===== src/rtl/apb_dma_pkg.sv =====
// Shared types for the APB DMA master: FSM states and completion status codes.
package apb_dma_pkg;

  typedef enum logic [2:0] {
    IDLE,
    RD_SETUP,
    RD_ACCESS,
    WR_SETUP,
    WR_ACCESS,
    DONE
  } dma_state_t;

  typedef enum logic [1:0] {
    ST_OK      = 2'b00,
    ST_RD_ERR  = 2'b01,
    ST_WR_ERR  = 2'b10,
    ST_TIMEOUT = 2'b11
  } dma_status_t;

  function automatic logic is_access(input dma_state_t s);
    return (s == RD_ACCESS) || (s == WR_ACCESS);
  endfunction

  function automatic logic is_bus_active(input dma_state_t s);
    return (s == RD_SETUP) || (s == RD_ACCESS) || (s == WR_SETUP) || (s == WR_ACCESS);
  endfunction

endpackage


===== src/rtl/apb_dma_master_if.sv =====
// Descriptor handshake, completion status and shared APB bus of the DMA master.
interface apb_dma_master_if #(
  parameter int ADDR_W  = 8,
  parameter int DATA_W  = 8,
  parameter int LEN_W   = 4,
  parameter int NUM_TGT = 2
);
  logic                      req_valid;
  logic                      req_ready;
  logic [ADDR_W-1:0]         req_src;
  logic [ADDR_W-1:0]         req_dst;
  logic [LEN_W-1:0]          req_len;
  logic                      req_src_inc;
  logic                      req_dst_inc;
  logic                      done;
  logic [1:0]                status;
  logic [LEN_W-1:0]          xfer_cnt;
  logic [NUM_TGT-1:0]        psel;
  logic                      penable;
  logic                      pwrite;
  logic [ADDR_W-1:0]         paddr;
  logic [DATA_W-1:0]         pwdata;
  logic [NUM_TGT-1:0]        pready;
  logic [NUM_TGT-1:0]        pslverr;
  logic [NUM_TGT*DATA_W-1:0] prdata;

  modport master (
    input  req_valid, req_src, req_dst, req_len, req_src_inc, req_dst_inc,
    output req_ready, done, status, xfer_cnt,
    output psel, penable, pwrite, paddr, pwdata,
    input  pready, pslverr, prdata
  );

  modport slave (
    output req_valid, req_src, req_dst, req_len, req_src_inc, req_dst_inc,
    input  req_ready, done, status, xfer_cnt,
    input  psel, penable, pwrite, paddr, pwdata,
    output pready, pslverr, prdata
  );
endinterface


===== src/rtl/apb_resp_mux.sv =====
// Selects the addressed target's pready/pslverr/prdata; other targets are ignored.
module apb_resp_mux #(
  parameter int DATA_W  = 8,
  parameter int NUM_TGT = 2,
  parameter int TGT_W   = $clog2(NUM_TGT)
) (
  input  logic [TGT_W-1:0]          sel_i,
  input  logic [NUM_TGT-1:0]        pready_i,
  input  logic [NUM_TGT-1:0]        pslverr_i,
  input  logic [NUM_TGT*DATA_W-1:0] prdata_i,
  output logic                      pready_o,
  output logic                      pslverr_o,
  output logic [DATA_W-1:0]         prdata_o
);

  always_comb begin
    pready_o  = 1'b0;
    pslverr_o = 1'b0;
    prdata_o  = '0;
    for (int i = 0; i < NUM_TGT; i++) begin
      if (sel_i == TGT_W'(i)) begin
        pready_o  = pready_i[i];
        pslverr_o = pslverr_i[i];
        prdata_o  = prdata_i[i*DATA_W +: DATA_W];
      end
    end
  end

endmodule


===== src/rtl/apb_dma_master.sv =====
// Single-channel APB copy engine: one read then one write per word, with error and timeout abort.
module apb_dma_master
  import apb_dma_pkg::*;
#(
  parameter int ADDR_W  = 8,
  parameter int DATA_W  = 8,
  parameter int LEN_W   = 4,
  parameter int NUM_TGT = 2,
  parameter int TIMEOUT = 16
) (
  input logic              clk,
  input logic              nrst,
  apb_dma_master_if.master bus
);

  localparam int TGT_W  = $clog2(NUM_TGT);
  localparam int WAIT_W = (TIMEOUT > 1) ? $clog2(TIMEOUT) : 1;

  dma_state_t         state_q, state_d;
  dma_status_t        status_q, status_d;
  logic [LEN_W-1:0]   cnt_q, cnt_d;
  logic [LEN_W-1:0]   len_q, len_d;
  logic [WAIT_W-1:0]  wait_q, wait_d;
  logic [ADDR_W-1:0]  src_q, src_d;
  logic [ADDR_W-1:0]  dst_q, dst_d;
  logic               src_inc_q, src_inc_d;
  logic               dst_inc_q, dst_inc_d;
  logic [NUM_TGT-1:0] psel_q, psel_d;
  logic               penable_q, penable_d;
  logic               pwrite_q, pwrite_d;
  logic [ADDR_W-1:0]  paddr_q, paddr_d;
  logic [DATA_W-1:0]  pwdata_q, pwdata_d;
  logic               done_q, done_d;

  logic [TGT_W-1:0]   tgt;
  logic               pready_s, pslverr_s;
  logic [DATA_W-1:0]  prdata_s;
  logic               last_word, timeout_hit;

  // Registered address drives the decode, so the response mux follows any wrap across targets.
  assign tgt         = paddr_q[ADDR_W-1 -: TGT_W];
  assign last_word   = ({1'b0, cnt_q} + 1'b1) == {1'b0, len_q};
  assign timeout_hit = (TIMEOUT != 0) && (wait_q == WAIT_W'(TIMEOUT - 1));

  apb_resp_mux #(
    .DATA_W  (DATA_W),
    .NUM_TGT (NUM_TGT)
  ) u_resp_mux (
    .sel_i     (tgt),
    .pready_i  (bus.pready),
    .pslverr_i (bus.pslverr),
    .prdata_i  (bus.prdata),
    .pready_o  (pready_s),
    .pslverr_o (pslverr_s),
    .prdata_o  (prdata_s)
  );

  always_comb begin
    state_d   = state_q;
    status_d  = status_q;
    cnt_d     = cnt_q;
    len_d     = len_q;
    wait_d    = wait_q;
    src_d     = src_q;
    dst_d     = dst_q;
    src_inc_d = src_inc_q;
    dst_inc_d = dst_inc_q;
    paddr_d   = paddr_q;
    pwdata_d  = pwdata_q;

    case (state_q)
      IDLE: begin
        if (bus.req_valid) begin
          src_d     = bus.req_src;
          dst_d     = bus.req_dst;
          len_d     = bus.req_len;
          src_inc_d = bus.req_src_inc;
          dst_inc_d = bus.req_dst_inc;
          cnt_d     = '0;
          status_d  = ST_OK;
          if (bus.req_len != '0) begin
            state_d = RD_SETUP;
            paddr_d = bus.req_src;
          end else begin
            state_d = DONE;
          end
        end
      end
      RD_SETUP: begin
        state_d = RD_ACCESS;
        wait_d  = '0;
      end
      RD_ACCESS: begin
        if (pready_s) begin
          pwdata_d = prdata_s;
          if (pslverr_s) begin
            state_d  = DONE;
            status_d = ST_RD_ERR;
          end else begin
            state_d = WR_SETUP;
            paddr_d = dst_q;
            if (src_inc_q) src_d = src_q + 1'b1;
          end
        end else if (timeout_hit) begin
          state_d  = DONE;
          status_d = ST_TIMEOUT;
        end else begin
          wait_d = wait_q + 1'b1;
        end
      end
      WR_SETUP: begin
        state_d = WR_ACCESS;
        wait_d  = '0;
      end
      WR_ACCESS: begin
        if (pready_s) begin
          if (pslverr_s) begin
            state_d  = DONE;
            status_d = ST_WR_ERR;
          end else begin
            cnt_d = cnt_q + 1'b1;
            if (dst_inc_q) dst_d = dst_q + 1'b1;
            if (last_word) begin
              state_d = DONE;
            end else begin
              state_d = RD_SETUP;
              paddr_d = src_q;
            end
          end
        end else if (timeout_hit) begin
          state_d  = DONE;
          status_d = ST_TIMEOUT;
        end else begin
          wait_d = wait_q + 1'b1;
        end
      end
      DONE:    state_d = IDLE;
      default: state_d = IDLE;
    endcase

    // APB controls are registered copies of what the next state requires.
    psel_d = '0;
    if (is_bus_active(state_d)) psel_d[paddr_d[ADDR_W-1 -: TGT_W]] = 1'b1;
    penable_d = is_access(state_d);
    pwrite_d  = (state_d == WR_SETUP) || (state_d == WR_ACCESS);
    done_d    = (state_d == DONE);
  end

  always_ff @(posedge clk) begin
    if (!nrst) begin
      state_q   <= IDLE;
      status_q  <= ST_OK;
      cnt_q     <= '0;
      len_q     <= '0;
      wait_q    <= '0;
      src_q     <= '0;
      dst_q     <= '0;
      src_inc_q <= 1'b0;
      dst_inc_q <= 1'b0;
      psel_q    <= '0;
      penable_q <= 1'b0;
      pwrite_q  <= 1'b0;
      paddr_q   <= '0;
      pwdata_q  <= '0;
      done_q    <= 1'b0;
    end else begin
      state_q   <= state_d;
      status_q  <= status_d;
      cnt_q     <= cnt_d;
      len_q     <= len_d;
      wait_q    <= wait_d;
      src_q     <= src_d;
      dst_q     <= dst_d;
      src_inc_q <= src_inc_d;
      dst_inc_q <= dst_inc_d;
      psel_q    <= psel_d;
      penable_q <= penable_d;
      pwrite_q  <= pwrite_d;
      paddr_q   <= paddr_d;
      pwdata_q  <= pwdata_d;
      done_q    <= done_d;
    end
  end

  assign bus.req_ready = (state_q == IDLE);
  assign bus.done      = done_q;
  assign bus.status    = status_q;
  assign bus.xfer_cnt  = cnt_q;
  assign bus.psel      = psel_q;
  assign bus.penable   = penable_q;
  assign bus.pwrite    = pwrite_q;
  assign bus.paddr     = paddr_q;
  assign bus.pwdata    = pwdata_q;

endmodule


===== src/flat_wrapper.sv =====
// flat-port wrapper written by rule: the top's interface ports become plain ports
module apb_dma_master_flat import apb_dma_pkg::*;
#(
  parameter int ADDR_W  = 8,
  parameter int DATA_W  = 8,
  parameter int LEN_W   = 4,
  parameter int NUM_TGT = 2,
  parameter int TIMEOUT = 16
)
  (clk, nrst, bus_req_valid, bus_req_src, bus_req_dst, bus_req_len, bus_req_src_inc, bus_req_dst_inc, bus_req_ready, bus_done, bus_status, bus_xfer_cnt, bus_psel, bus_penable, bus_pwrite, bus_paddr, bus_pwdata, bus_pready, bus_pslverr, bus_prdata);
  apb_dma_master_if #(.ADDR_W(ADDR_W), .DATA_W(DATA_W), .LEN_W(LEN_W), .NUM_TGT(NUM_TGT)) bus_i ();
  input logic clk;
  input logic nrst;
  input wire logic [$bits(bus_i.req_valid)-1:0] bus_req_valid;
  input wire logic [$bits(bus_i.req_src)-1:0] bus_req_src;
  input wire logic [$bits(bus_i.req_dst)-1:0] bus_req_dst;
  input wire logic [$bits(bus_i.req_len)-1:0] bus_req_len;
  input wire logic [$bits(bus_i.req_src_inc)-1:0] bus_req_src_inc;
  input wire logic [$bits(bus_i.req_dst_inc)-1:0] bus_req_dst_inc;
  output wire logic [$bits(bus_i.req_ready)-1:0] bus_req_ready;
  output wire logic [$bits(bus_i.done)-1:0] bus_done;
  output wire logic [$bits(bus_i.status)-1:0] bus_status;
  output wire logic [$bits(bus_i.xfer_cnt)-1:0] bus_xfer_cnt;
  output wire logic [$bits(bus_i.psel)-1:0] bus_psel;
  output wire logic [$bits(bus_i.penable)-1:0] bus_penable;
  output wire logic [$bits(bus_i.pwrite)-1:0] bus_pwrite;
  output wire logic [$bits(bus_i.paddr)-1:0] bus_paddr;
  output wire logic [$bits(bus_i.pwdata)-1:0] bus_pwdata;
  input wire logic [$bits(bus_i.pready)-1:0] bus_pready;
  input wire logic [$bits(bus_i.pslverr)-1:0] bus_pslverr;
  input wire logic [$bits(bus_i.prdata)-1:0] bus_prdata;
  assign bus_i.req_valid = bus_req_valid;
  assign bus_i.req_src = bus_req_src;
  assign bus_i.req_dst = bus_req_dst;
  assign bus_i.req_len = bus_req_len;
  assign bus_i.req_src_inc = bus_req_src_inc;
  assign bus_i.req_dst_inc = bus_req_dst_inc;
  assign bus_req_ready = bus_i.req_ready;
  assign bus_done = bus_i.done;
  assign bus_status = bus_i.status;
  assign bus_xfer_cnt = bus_i.xfer_cnt;
  assign bus_psel = bus_i.psel;
  assign bus_penable = bus_i.penable;
  assign bus_pwrite = bus_i.pwrite;
  assign bus_paddr = bus_i.paddr;
  assign bus_pwdata = bus_i.pwdata;
  assign bus_i.pready = bus_pready;
  assign bus_i.pslverr = bus_pslverr;
  assign bus_i.prdata = bus_prdata;
  apb_dma_master #(.ADDR_W(ADDR_W), .DATA_W(DATA_W), .LEN_W(LEN_W), .NUM_TGT(NUM_TGT), .TIMEOUT(TIMEOUT)) u_core (.clk(clk), .nrst(nrst), .bus(bus_i));
endmodule

===== config.mk =====
export PLATFORM = sky130hd
export DESIGN_NAME = apb_dma_master_flat
export DESIGN_NICKNAME = d
export VERILOG_FILES = /design/src/rtl/apb_dma_pkg.sv /design/src/rtl/apb_dma_master_if.sv /design/src/rtl/apb_resp_mux.sv /design/src/rtl/apb_dma_master.sv /design/src/flat_wrapper.sv
export SDC_FILE = /design/constraint.sdc
export NUM_CORES = 1
export LEC_CHECK = 0
export CORE_AREA = 2 2 90 92
export DETAILED_ROUTE_END_ITERATION = 12
export DIE_AREA = 0 0 92 94
export DONT_BUFFER_PORTS = 1
export HOLD_SLACK_MARGIN = 0.05
export PLACE_DENSITY = 0.62
export SYNTH_ARGS = -nofsm -noshare
export SYNTH_HDL_FRONTEND = slang
export SYNTH_SLANG_ARGS = --single-unit

===== constraint.sdc =====
create_clock -name clk -period 3.6 [get_ports clk]
set_clock_uncertainty 0.05 [all_clocks]
set_input_delay 0.72 -clock clk [delete_from_list [all_inputs] [get_ports clk]]
set_output_delay 0.72 -clock clk [all_outputs]
set_load 0.02 [all_outputs]

==> results by group, run 1 <==
Outcome
  • Outcome: finished, final reports clean

Synth
  • Synth Area in Simple Gates: approximately 24%
  • Xor/xnor cell area share of the yosys netlist: 2.03%
  • Top post-synthesis cells by area: dfxtp_1, nor2_1, a21oi_1
  • Synth top area share: 37.1%
  • Yosys warnings: 0
  • Compound-Gate Fraction of Synth Area: 25.8%
  • EDFF count, synth: 0
  • Synth Net Count: about 420
  • Mux contribution to synthesized area: 4.80%
  • Combinational family with the most area after synthesis: compound AO/OA/AOI/OAI gates
  • Post-synthesis sequential area ratio: 37.1%
  • Area leader, netlist: dfxtp_1
  • Top FF cell, synth: dfxtp_1
  • Adder-Cell Fraction of Synth Area: 1.65%
  • Number of synthesized register bits: 56
  • Unique masters post-synth: 57
  • FFs w/ async S/R, synth: 0%
  • Synth Area per Inst: 8.11 um^2
  • Mapped cell area: 3030 um^2
  • Gate Count Post-Synth: 373

Setup path
  • Reg-to-reg slack, setup: approximately 900 ps
  • Worst Setup End Kind: flip-flop
  • Worst Path Arrival: approximately 3000 ps
  • Critical path cell sequence: or3b_1, a21oi_4, a21oi_2, or3_1, a31oi_1
  • Peak per-stage delay on the critical path: 750 ps
  • CP max stage cell: or3b_1
  • CP Buf/Inv Count: 0
  • CP delay by family, top: simple AND/OR/NAND/NOR gates
  • Critical Path Source: u_core.state_q[1]$_SDFF_PN0_
  • CP endpoint: u_core.src_q[0]$_SDFFE_PN0P_
  • R2r startpoint: u_core.state_q[1]$_SDFF_PN0_
  • Reg2Reg Depth: 5
  • Crit path depth: 5
  • Crit path max fanout: 25
  • Element type at the critical path start: flip-flop
  • Crit Path Class: reg -> reg
  • Critical Path RT: between 3000 and 4000 ps
  • FF-to-FF End: u_core.src_q[0]$_SDFFE_PN0P_

Layout
  • Post-route cell area: 3170 um^2
  • End-of-flow core utilization: 41.7%
  • Layout cells sized above 1: 10.2%
  • Area delta synth->final: 4.84%
  • Most common cell after layout, fill and taps aside: dfxtp_1
  • Final net count: a little over 400
  • Most frequent cells in the layout: dfxtp_1, nor2_1, nand2_1
  • Non-Filler Instances: 464
  • Diodes inserted: 0
  • Fill cells: 790

Clocking
  • Post-CTS Setup Repair Bufs: 0
  • Clock Tree Root: clkbuf_8
  • Hold buffer count at cts: 0
  • CTS sink count: between 50 and 60
  • Longest Clk Path Bufs: 2
  • TritonCTS clock tree: done
  • H-tree depth: 2
  • CTS resizes: 0
  • Worst-skew pair later-pin latency: 310 ps
  • CTS Buf Count: 5
  • Reg clk slew, reported paths: 90 ps

Timing
  • Tcrit/Tclk final: 75.7%
  • Max Slew Vio Count: 0
  • Final hold vios: 0
  • Final min period: 2730 ps
  • RSZ-0062 raised after global routing: false
  • Worst Tran Pin Value: 806 ps
  • Worst rel slew slack: roughly 46%
  • Hold Slack: about 420 ps
  • Total negative slack: 0 ps
  • Final Setup Violations: 0
  • Achievable Freq: approximately 370 MHz

Global routing
  • GRT Residual Overflow: 0
  • First-pass GRT wire length: 12200 um
  • Initial antenna violation count: 0
  • Vias in the first global route: 2460
  • Largest net degree at the start of global routing: 26
  • All-Layer GR Usage: between 10% and 20%

Floorplan
  • Die height: around 94 um
  • Die area: ~8600 um^2
  • Core footprint: 7610 um^2
  • # IOs: 73
  • Die Wd: 92 um
  • Initial Utilization: 39.8%
  • Cell Rows: 32

Route
  • DRC viols: 0
  • Via count: 2706
  • Initial DRT Pass Iterations: 5
  • DRT antenna net count: 0
  • WL/cell: roughly 17 um
  • Post-Route WL: 7670 um
  • Initial DRC Count: 293
  • Vias/cell: 5.83

Power and ir drop
  • Net switching power: slightly below 0.0005 W
  • Clock Power Share: between 20% and 30%
  • Seq pwr share: 53.1%
  • Leak Pwr: about 1.2 nW
  • Peak supply drop: 0.000219 V
  • Pwr dens: between 400 and 500 nW/um^2
  • Int Power: 0.000965 W
  • Switching share of total power: 33.3%
  • Comb pwr share: approximately 22%

Placed design
  • Post-placement cell count: 456
  • Input/output buffers: 0
  • Dpl cell area: 3080 um^2
  • Post-DP HPWL: 5670 um
  • Gpl congestion: 0.887

Job
  • Max-cap violations: 0

Min path
  • Min-Delay Path Depth: 2
  • Worst hold-check path type: reg -> reg
routing by layer:
metal  wire, um  global-route usage, %
met3        737                   5.46
met4         51                   3.61
met5          0                      0
met1       3430                   23.4
met2       3440                   28.4
how the worst min path moves through the flow:
stage / start / endpoint
final: u_core.dst_inc_q$_SDFFE_PN0P_ / u_core.dst_inc_q$_SDFFE_PN0P_
after global routing: u_core.dst_inc_q$_SDFFE_PN0P_ / u_core.dst_inc_q$_SDFFE_PN0P_
after CTS: u_core.dst_inc_q$_SDFFE_PN0P_ / u_core.dst_inc_q$_SDFFE_PN0P_
after detailed placement: u_core.dst_inc_q$_SDFFE_PN0P_ / u_core.dst_inc_q$_SDFFE_PN0P_
after global placement: u_core.dst_inc_q$_SDFFE_PN0P_ / u_core.dst_inc_q$_SDFFE_PN0P_
after floorplan: u_core.dst_inc_q$_SDFFE_PN0P_ / u_core.dst_inc_q$_SDFFE_PN0P_
cell type report:
type / instances / area, um^2 / share of cell area (%)
Clock buffer: 7 / 86.3 / 2.72
Timing Repair Buffer: 5 / 37.5 / 1.18
Sequential cell: 56 / 1120 / 35.3
Clock inverter: 1 / 7.51 / 0.237
Inverter: 5 / 18.8 / 0.592
Tap cell: 102 / 128 / 4.02
Multi-Input combinational cell: 288 / 1770 / 55.9
power by group through the flow:
stage / combinational, W / clock (W) / sequential [W]
5_1_grt: 0.000364 / 0.000391 / 0.000777
4_1_cts: 0.000324 / 0.000372 / 0.000768
2_1_floorplan: 0.000286 / 0 / 0.000752
3_3_place_gp: 0.000317 / 0 / 0.000781
3_5_place_dp: 0.000323 / 0 / 0.000783
6_report: 0.000324 / 0.000353 / 0.000769
per-stage QoR:
| step | total power [W] | setup WS (ps) |
|---|---|---|
| floorplan | 0.00104 | 1350 |
| global placement | 0.00110 | 1020 |
| detailed placement | 0.00111 | 942 |
| CTS | 0.00146 | 926 |
| global route | 0.00153 | 646 |
| finish | 0.00145 | 874 |
synthesized netlist by cell type, drive strengths merged (7+ instances only):
cell / count
o21a: 8
a31oi: 7
and3: 10
nor3: 7
buf: 8
a21oi: 33
nand2: 34
mux2i: 10
a222oi: 7
o21ai: 27
nor2: 52
dfxtp: 56
clkbuf: 16
nand3: 14
a211oi: 9
worst reg2reg max path: stages (launching register included):
cell and delay (ps):
dfxtp_1 680, or3b_1 750, a21oi_4 420, a21oi_2 230
or3_1 380, a31oi_1 150
flip-flops by register name, indices dropped and copies added, names as in the netlist:
signal,count
u_core.bus.paddr,8
u_core.state_q,3
u_core.bus.status,2
u_core.dst_inc_q,1
u_core.wait_q,4
u_core.bus.pwdata,8
u_core.bus.done,1
u_core.bus.psel,2
u_core.dst_q,8
u_core.bus.pwrite,1
u_core.bus.penable,1
u_core.bus.xfer_cnt,4
u_core.src_inc_q,1
u_core.len_q,4
u_core.src_q,8
cell families (layout without fill, tap and decap cells):
logic type,count (synthesis),count (layout)
AND/OR/NAND/NOR,148,148
XOR/XNOR,7,7
adder cells (fa/ha/maj),4,4
buffers and inverters,29,18
AO/OA/AOI/OAI,115,115
flip-flops,56,56
multiplexers,14,14
No activity file was read; power rests on OpenSTA's default activity.
==> run 2, diff against run 1 <==
--- a/config.mk
+++ b/config.mk
@@ -10,7 +10,7 @@
 export DIE_AREA = 0 0 92 94
 export DONT_BUFFER_PORTS = 1
 export HOLD_SLACK_MARGIN = 0.05
-export PLACE_DENSITY = 0.62
+export PLACE_DENSITY = 0.64
 export SYNTH_ARGS = -nofsm -noshare
 export SYNTH_HDL_FRONTEND = slang
 export SYNTH_SLANG_ARGS = --single-unit
==> constraint.sdc (replaced) <==
create_clock -name clk -period 2.4 [get_ports clk]
set_clock_uncertainty 0.05 [all_clocks]
set_input_delay 0.48 -clock clk [delete_from_list [all_inputs] [get_ports clk]]
set_output_delay 0.48 -clock clk [all_outputs]
set_load 0.02 [all_outputs]
==> run 2 against run 1 <==
Effect of this change:
- die area did not move
- first-iteration DRC count fell by 48%
- non-clock buffer count rose by 13
- total power rose by 53%
- final area rose by 3.4%
- wire length rose by 2.2%
- sequential power rose by 48%
- largest cell class unchanged
==> results by group, run 2 (synthesized netlist as in run 1, its figures left out) <==
Outcome
  • Outcome: finished, final reports clean

Clocking
  • Reg clk slew, reported paths: approximately 100 ps
  • Clock Tree Root: clkbuf_8
  • CTS Buf Count: 5
  • Hold buffer count at cts: 0
  • Longest Clk Path Bufs: 2
  • Post-CTS Setup Repair Bufs: 0
  • Worst-skew pair later-pin latency: 310 ps
  • CTS sink count: 56
  • TritonCTS clock tree: done
  • H-tree depth: 2

Placed design
  • Post-DP HPWL: 5870 um
  • Gpl congestion: 0.862
  • Input/output buffers: 0

Timing
  • Final min period: 2210 ps
  • Worst Tran Pin Value: 952 ps
  • Total negative slack: 0 ps
  • Max Slew Vio Count: 0
  • Worst rel slew slack: 36.1%
  • Tcrit/Tclk final: approximately nine tenths
  • RSZ-0062 raised after global routing: false
  • Final hold vios: 0
  • Achievable Freq: 453 MHz
  • Final Setup Violations: 0

Global routing
  • GRT Residual Overflow: 0
  • Initial antenna violation count: 0
  • Largest net degree at the start of global routing: 34
  • All-Layer GR Usage: 17.9%
  • Vias in the first global route: 2572
  • First-pass GRT wire length: 12500 um

Power and ir drop
  • Int Power: 0.00147 W
  • Seq pwr share: just over 50%
  • Clock Power Share: 24.6%
  • Leak Pwr: 1.22 nW
  • Peak supply drop: 0.000259 V
  • Switching share of total power: 33.6%
  • Net switching power: 0.000745 W
  • Comb pwr share: 24.1%
  • Pwr dens: 676 nW/um^2

Floorplan
  • Cell Rows: 32
  • Die area: 8650 um^2
  • Initial Utilization: 39.8%
  • Core footprint: roughly 7600 um^2
  • Die height: 94 um
  • # IOs: 73
  • Die Wd: between 90 and 100 um

Setup path
  • Reg2Reg Depth: 7
  • Worst Path Arrival: roughly 2300 ps
  • Crit path max fanout: 7
  • Element type at the critical path start: flip-flop
  • Reg-to-reg slack, setup: 190 ps
  • Crit Path Class: reg -> reg
  • Critical Path RT: 2540 ps
  • Worst Setup End Kind: flip-flop

Layout
  • Diodes inserted: 0
  • Layout cells sized above 1: 13.3%
  • Area delta synth->final: 8.40%
  • Most frequent cells in the layout: dfxtp_1, nor2_1, nand2_1
  • Final net count: between 400 and 500
  • End-of-flow core utilization: 43.1%
  • Most common cell after layout, fill and taps aside: dfxtp_1

Min path
  • Min-Delay Path Depth: 1
  • Worst hold-check path type: in -> reg

Route
  • Via count: 2744
  • Post-Route WL: 7830 um
  • DRT antenna net count: 0
  • WL/cell: 16.4 um
  • Vias/cell: 5.75
  • DRC viols: 0
  • Initial DRC Count: roughly 150
  • Initial DRT Pass Iterations: 6

Job
  • Max-cap violations: 0
## run 2: changes by cell type in the layout (fill, tap and decap cells not counted), sizes merged
cell | before | now
buf | 5 | 18
## run 2: final timing paths
path                                       startpoint                          endpoint
setup / recovery  u_core.bus.xfer_cnt[1]$_SDFFE_PN0P_  u_core.bus.paddr[1]$_SDFFE_PN0P_
hold / removal                                   nrst     u_core.wait_q[2]$_SDFFE_PN0P_
setup reg to reg  u_core.bus.xfer_cnt[1]$_SDFFE_PN0P_  u_core.bus.paddr[1]$_SDFFE_PN0P_
hold reg to reg         u_core.dst_inc_q$_SDFFE_PN0P_     u_core.dst_inc_q$_SDFFE_PN0P_
## run 2: final cells by class
type                    instances  area, um^2
inverters                       5        18.8
multi-input cells             288        1780
fillers                       770        4330
clock buffers                   7        86.3
repair buffers                 18         135
flip-flops and latches         56        1120
well taps                     102         128
clock inverters                 1        7.51
## run 2: metrics by stage
| step | hold slack, ps | setup slack [ps] | std cells | cell area [um^2] | power, W |
|---|---|---|---|---|---|
| 3_3_place_gp | 400 | 209 | 469 | 3180 | 0.00167 |
| 5_1_grt | 234 | 76.4 | 477 | 3280 | 0.00234 |
| 6_report | 245 | 194 | 477 | 3280 | 0.00222 |
| 2_1_floorplan | 387 | 274 | 373 | 3030 | 0.00156 |
| 4_1_cts | 233 | 182 | 477 | 3270 | 0.00223 |
| 3_5_place_dp | 410 | 165 | 469 | 3180 | 0.00169 |
## run 2: worst max-delay path, cell delays in order (launching register included)
cell and delay [ps]:
dfxtp_1 350, ha_1 220, xor2_1 260, mux2i_1 280, and3_1 240, nor2_2 100, a222oi_1 450, o21ai_0 130
## run 2: power by group through the flow
stage | Sequential (W) | Combinational [W] | Clock, W
floorplan | 0.00113 | 0.000429 | 0
global placement | 0.00116 | 0.000515 | 0
detailed placement | 0.00116 | 0.000526 | 0
CTS | 0.00114 | 0.000528 | 0.000566
global route | 0.00115 | 0.000597 | 0.000592
finish | 0.00114 | 0.000534 | 0.000545
## run 2: per-layer routing
layer / part of all wire, % / global-route usage [%] / wire, um / vias to the layer above
met2: 46 / 28.8 / 3640 / 112
met1: 44 / 23.8 / 3440 / 1275
li1: - / - / - / 1351
met3: 8.6 / 4.17 / 675 / 6
met4: 1.0 / 5.97 / 78 / 0
met5: 0 / 0 / 0 / -
## run 2: repair_timing
action / CTS / global route
endpoints found under the setup margin: 0 / 1
hold endpoints to repair: 0 / 0
gates resized for setup: 0 / 1
==> run 3, diff against run 2 <==
--- a/config.mk
+++ b/config.mk
@@ -10,7 +10,7 @@
 export DIE_AREA = 0 0 92 94
 export DONT_BUFFER_PORTS = 1
 export HOLD_SLACK_MARGIN = 0.05
-export PLACE_DENSITY = 0.64
+export PLACE_DENSITY = 0.62
 export SYNTH_ARGS = -nofsm -noshare
 export SYNTH_HDL_FRONTEND = slang
 export SYNTH_SLANG_ARGS = --single-unit
==> constraint.sdc (replaced) <==
create_clock -name clk -period 2.9 [get_ports clk]
set_clock_uncertainty 0.05 [all_clocks]
set_input_delay 0.58 -clock clk [delete_from_list [all_inputs] [get_ports clk]]
set_output_delay 0.58 -clock clk [all_outputs]
set_load 0.02 [all_outputs]
==> run 3 against run 2 <==
Effect of this change:
- non-clock buffer count shrank 9
- cell count shrank 2.3%
- core utilization shrank 0.95 points
- setup slack gained 320 ps
- sequential power shrank 17%
- sequential cell count is the same
- sequential share of layout area grew 0.77 points
- hold slack gained 110 ps
- die area is the same
- final area shrank 2.2%
- combinational power shrank 22%
- first-iteration DRC count grew 87%
- largest cell class unchanged
==> results by group, run 3 (synthesized netlist as in run 1, its figures left out) <==
Floorplan
  • Die Wd: 92 um
  • Die area: 8650 um^2
  • Initial Utilization: 39.8%
  • Cell Rows: 32
  • # IOs: 73
  • Die height: roughly 94 um
  • Core footprint: 7610 um^2

Setup path
  • Reg-to-reg slack, setup: 510 ps
  • Element type at the critical path start: flip-flop
  • Crit Path Class: reg -> reg
  • Critical Path Source: u_core.bus.xfer_cnt[1]$_SDFFE_PN0P_
  • FF-to-FF End: u_core.bus.paddr[3]$_SDFFE_PN0P_
  • Critical Path RT: approximately 3100 ps
  • Worst Setup End Kind: flip-flop
  • Worst Path Arrival: around 2600 ps
  • R2r startpoint: u_core.bus.xfer_cnt[1]$_SDFFE_PN0P_
  • Reg2Reg Depth: 7
  • Crit path max fanout: 7

Placed design
  • Input/output buffers: 0
  • Gpl congestion: ~0.83
  • Dpl cell area: just over 3000 um^2
  • Post-placement cell count: 460
  • Post-DP HPWL: 5670 um

Timing
  • Worst Tran Pin Value: 1030 ps
  • Total negative slack: 0 ps
  • RSZ-0062 raised after global routing: false
  • Final min period: about 2400 ps
  • Final Setup Violations: 0
  • Final hold vios: 0
  • Achievable Freq: around 420 MHz
  • Tcrit/Tclk final: 82.4%
  • Max Slew Vio Count: 0
  • Worst rel slew slack: 30.8%

Clocking
  • Longest Clk Path Bufs: 2
  • Worst-skew pair later-pin latency: roughly 300 ps
  • Hold buffer count at cts: 0
  • CTS sink count: 56
  • TritonCTS clock tree: done
  • CTS Buf Count: 5
  • Post-CTS Setup Repair Bufs: 0
  • H-tree depth: 2
  • Reg clk slew, reported paths: approximately 100 ps
  • CTS resizes: 0
  • Clock Tree Root: clkbuf_8

Layout
  • Diodes inserted: 0
  • Area occupied by multi-input gates: 1770 um^2
  • Fill cells: 783
  • Seq. cell area: 1120 um^2
  • End-of-flow core utilization: 42.2%
  • Most frequent cells in the layout: dfxtp_1, nor2_1, nand2_1
  • Area delta synth->final: 6.00%
  • Final net count: 414
  • Non-Filler Instances: 466
  • Most common cell after layout, fill and taps aside: dfxtp_1
  • Layout cells sized above 1: 11.0%
  • Post-route cell area: 3210 um^2

Global routing
  • GRT Residual Overflow: 0
  • Largest net degree at the start of global routing: 34
  • All-Layer GR Usage: 17.6%
  • Vias in the first global route: between 2000 and 3000
  • First-pass GRT wire length: 12400 um
  • Initial antenna violation count: 0

Route
  • Post-Route WL: 7650 um
  • Initial DRC Count: 286
  • DRC viols: 0
  • WL/cell: 16.4 um
  • Vias/cell: 5.86
  • DRT antenna net count: 0
  • Initial DRT Pass Iterations: 6
  • Via count: 2730

Power and ir drop
  • Final Power: 0.00185 W
  • Leak Pwr: 1.18 nW
  • Peak supply drop: about 0.00024 V
  • Pwr dens: 576 nW/um^2

Min path
  • Min-Delay Path Depth: 1
  • Hold path start: nrst
  • Endpoint, Worst Hold: u_core.wait_q[2]$_SDFFE_PN0P_
  • Worst hold-check path type: in -> reg

Outcome
  • Outcome: finished, final reports clean

Job
  • Max-cap violations: 0
==> run 3: cell count changes in the layout (fill, tap and decap cells not counted), sizes merged <==
cell	change
clkbuf	-2
buf	-9
bufinv	+1
clkinvlp	-1
==> run 3: final cells by class <==
cell class	instances	area share [%]
Timing Repair Buffer	9	2.11
Sequential cell	56	35.0
Inverter	5	0.585
Clock buffer	5	2.15
Tap cell	102	3.98
Clock inverter	1	0.936
Multi-Input combinational cell	288	55.3
==> run 3: through the flow <==
stage,setup WS [ps],hold slack [ps]
floorplan,774,387
global placement,569,405
detailed placement,536,412
CTS,517,336
global route,308,338
finish,512,354
==> run 3: worst max-delay path by stage <==
| stage | end | slack [ps] | cells past startpoint |
|---|---|---|---|
| 2_1_floorplan | u_core.bus.paddr[0]$_SDFFE_PN0P_ | 770 | 7 |
| 3_3_place_gp | u_core.bus.psel[0]$_SDFF_PN0_ | 570 | 6 |
| 3_5_place_dp | u_core.bus.paddr[3]$_SDFFE_PN0P_ | 540 | 7 |
| 4_1_cts | u_core.bus.paddr[3]$_SDFFE_PN0P_ | 520 | 7 |
| 5_1_grt | u_core.bus.paddr[2]$_SDFFE_PN0P_ | 310 | 7 |
| 6_report | u_core.bus.paddr[3]$_SDFFE_PN0P_ | 510 | 7 |
==> run 3: power breakdown <==
part | switching (W) | total [W] | internal [W]
combinational | 0.000245 | 0.000416 | 0.000170
sequential | 0.000111 | 0.000950 | 0.000839
clock | 0.000235 | 0.000483 | 0.000248
total | 0.000591 | 0.00185 | 0.00126
==> run 3: metal layers <==
metal  track usage, %  up-vias  routed length (um)
li1                 -     1339                   -
met1             23.8     1256                3480
met2             27.9      129                3310
met3             5.22        6                 791
met4             3.98        0                  64
met5                0        -                   0
==> run 3: critical path, cell delays in order, from the launching register on <==
cell      delay (ps)
dfxtp_1          490
ha_1             290
xor2_1           260
mux2i_1          290
a311oi_2         160
o311ai_2         560
nand3_1          130
o21ai_0          100
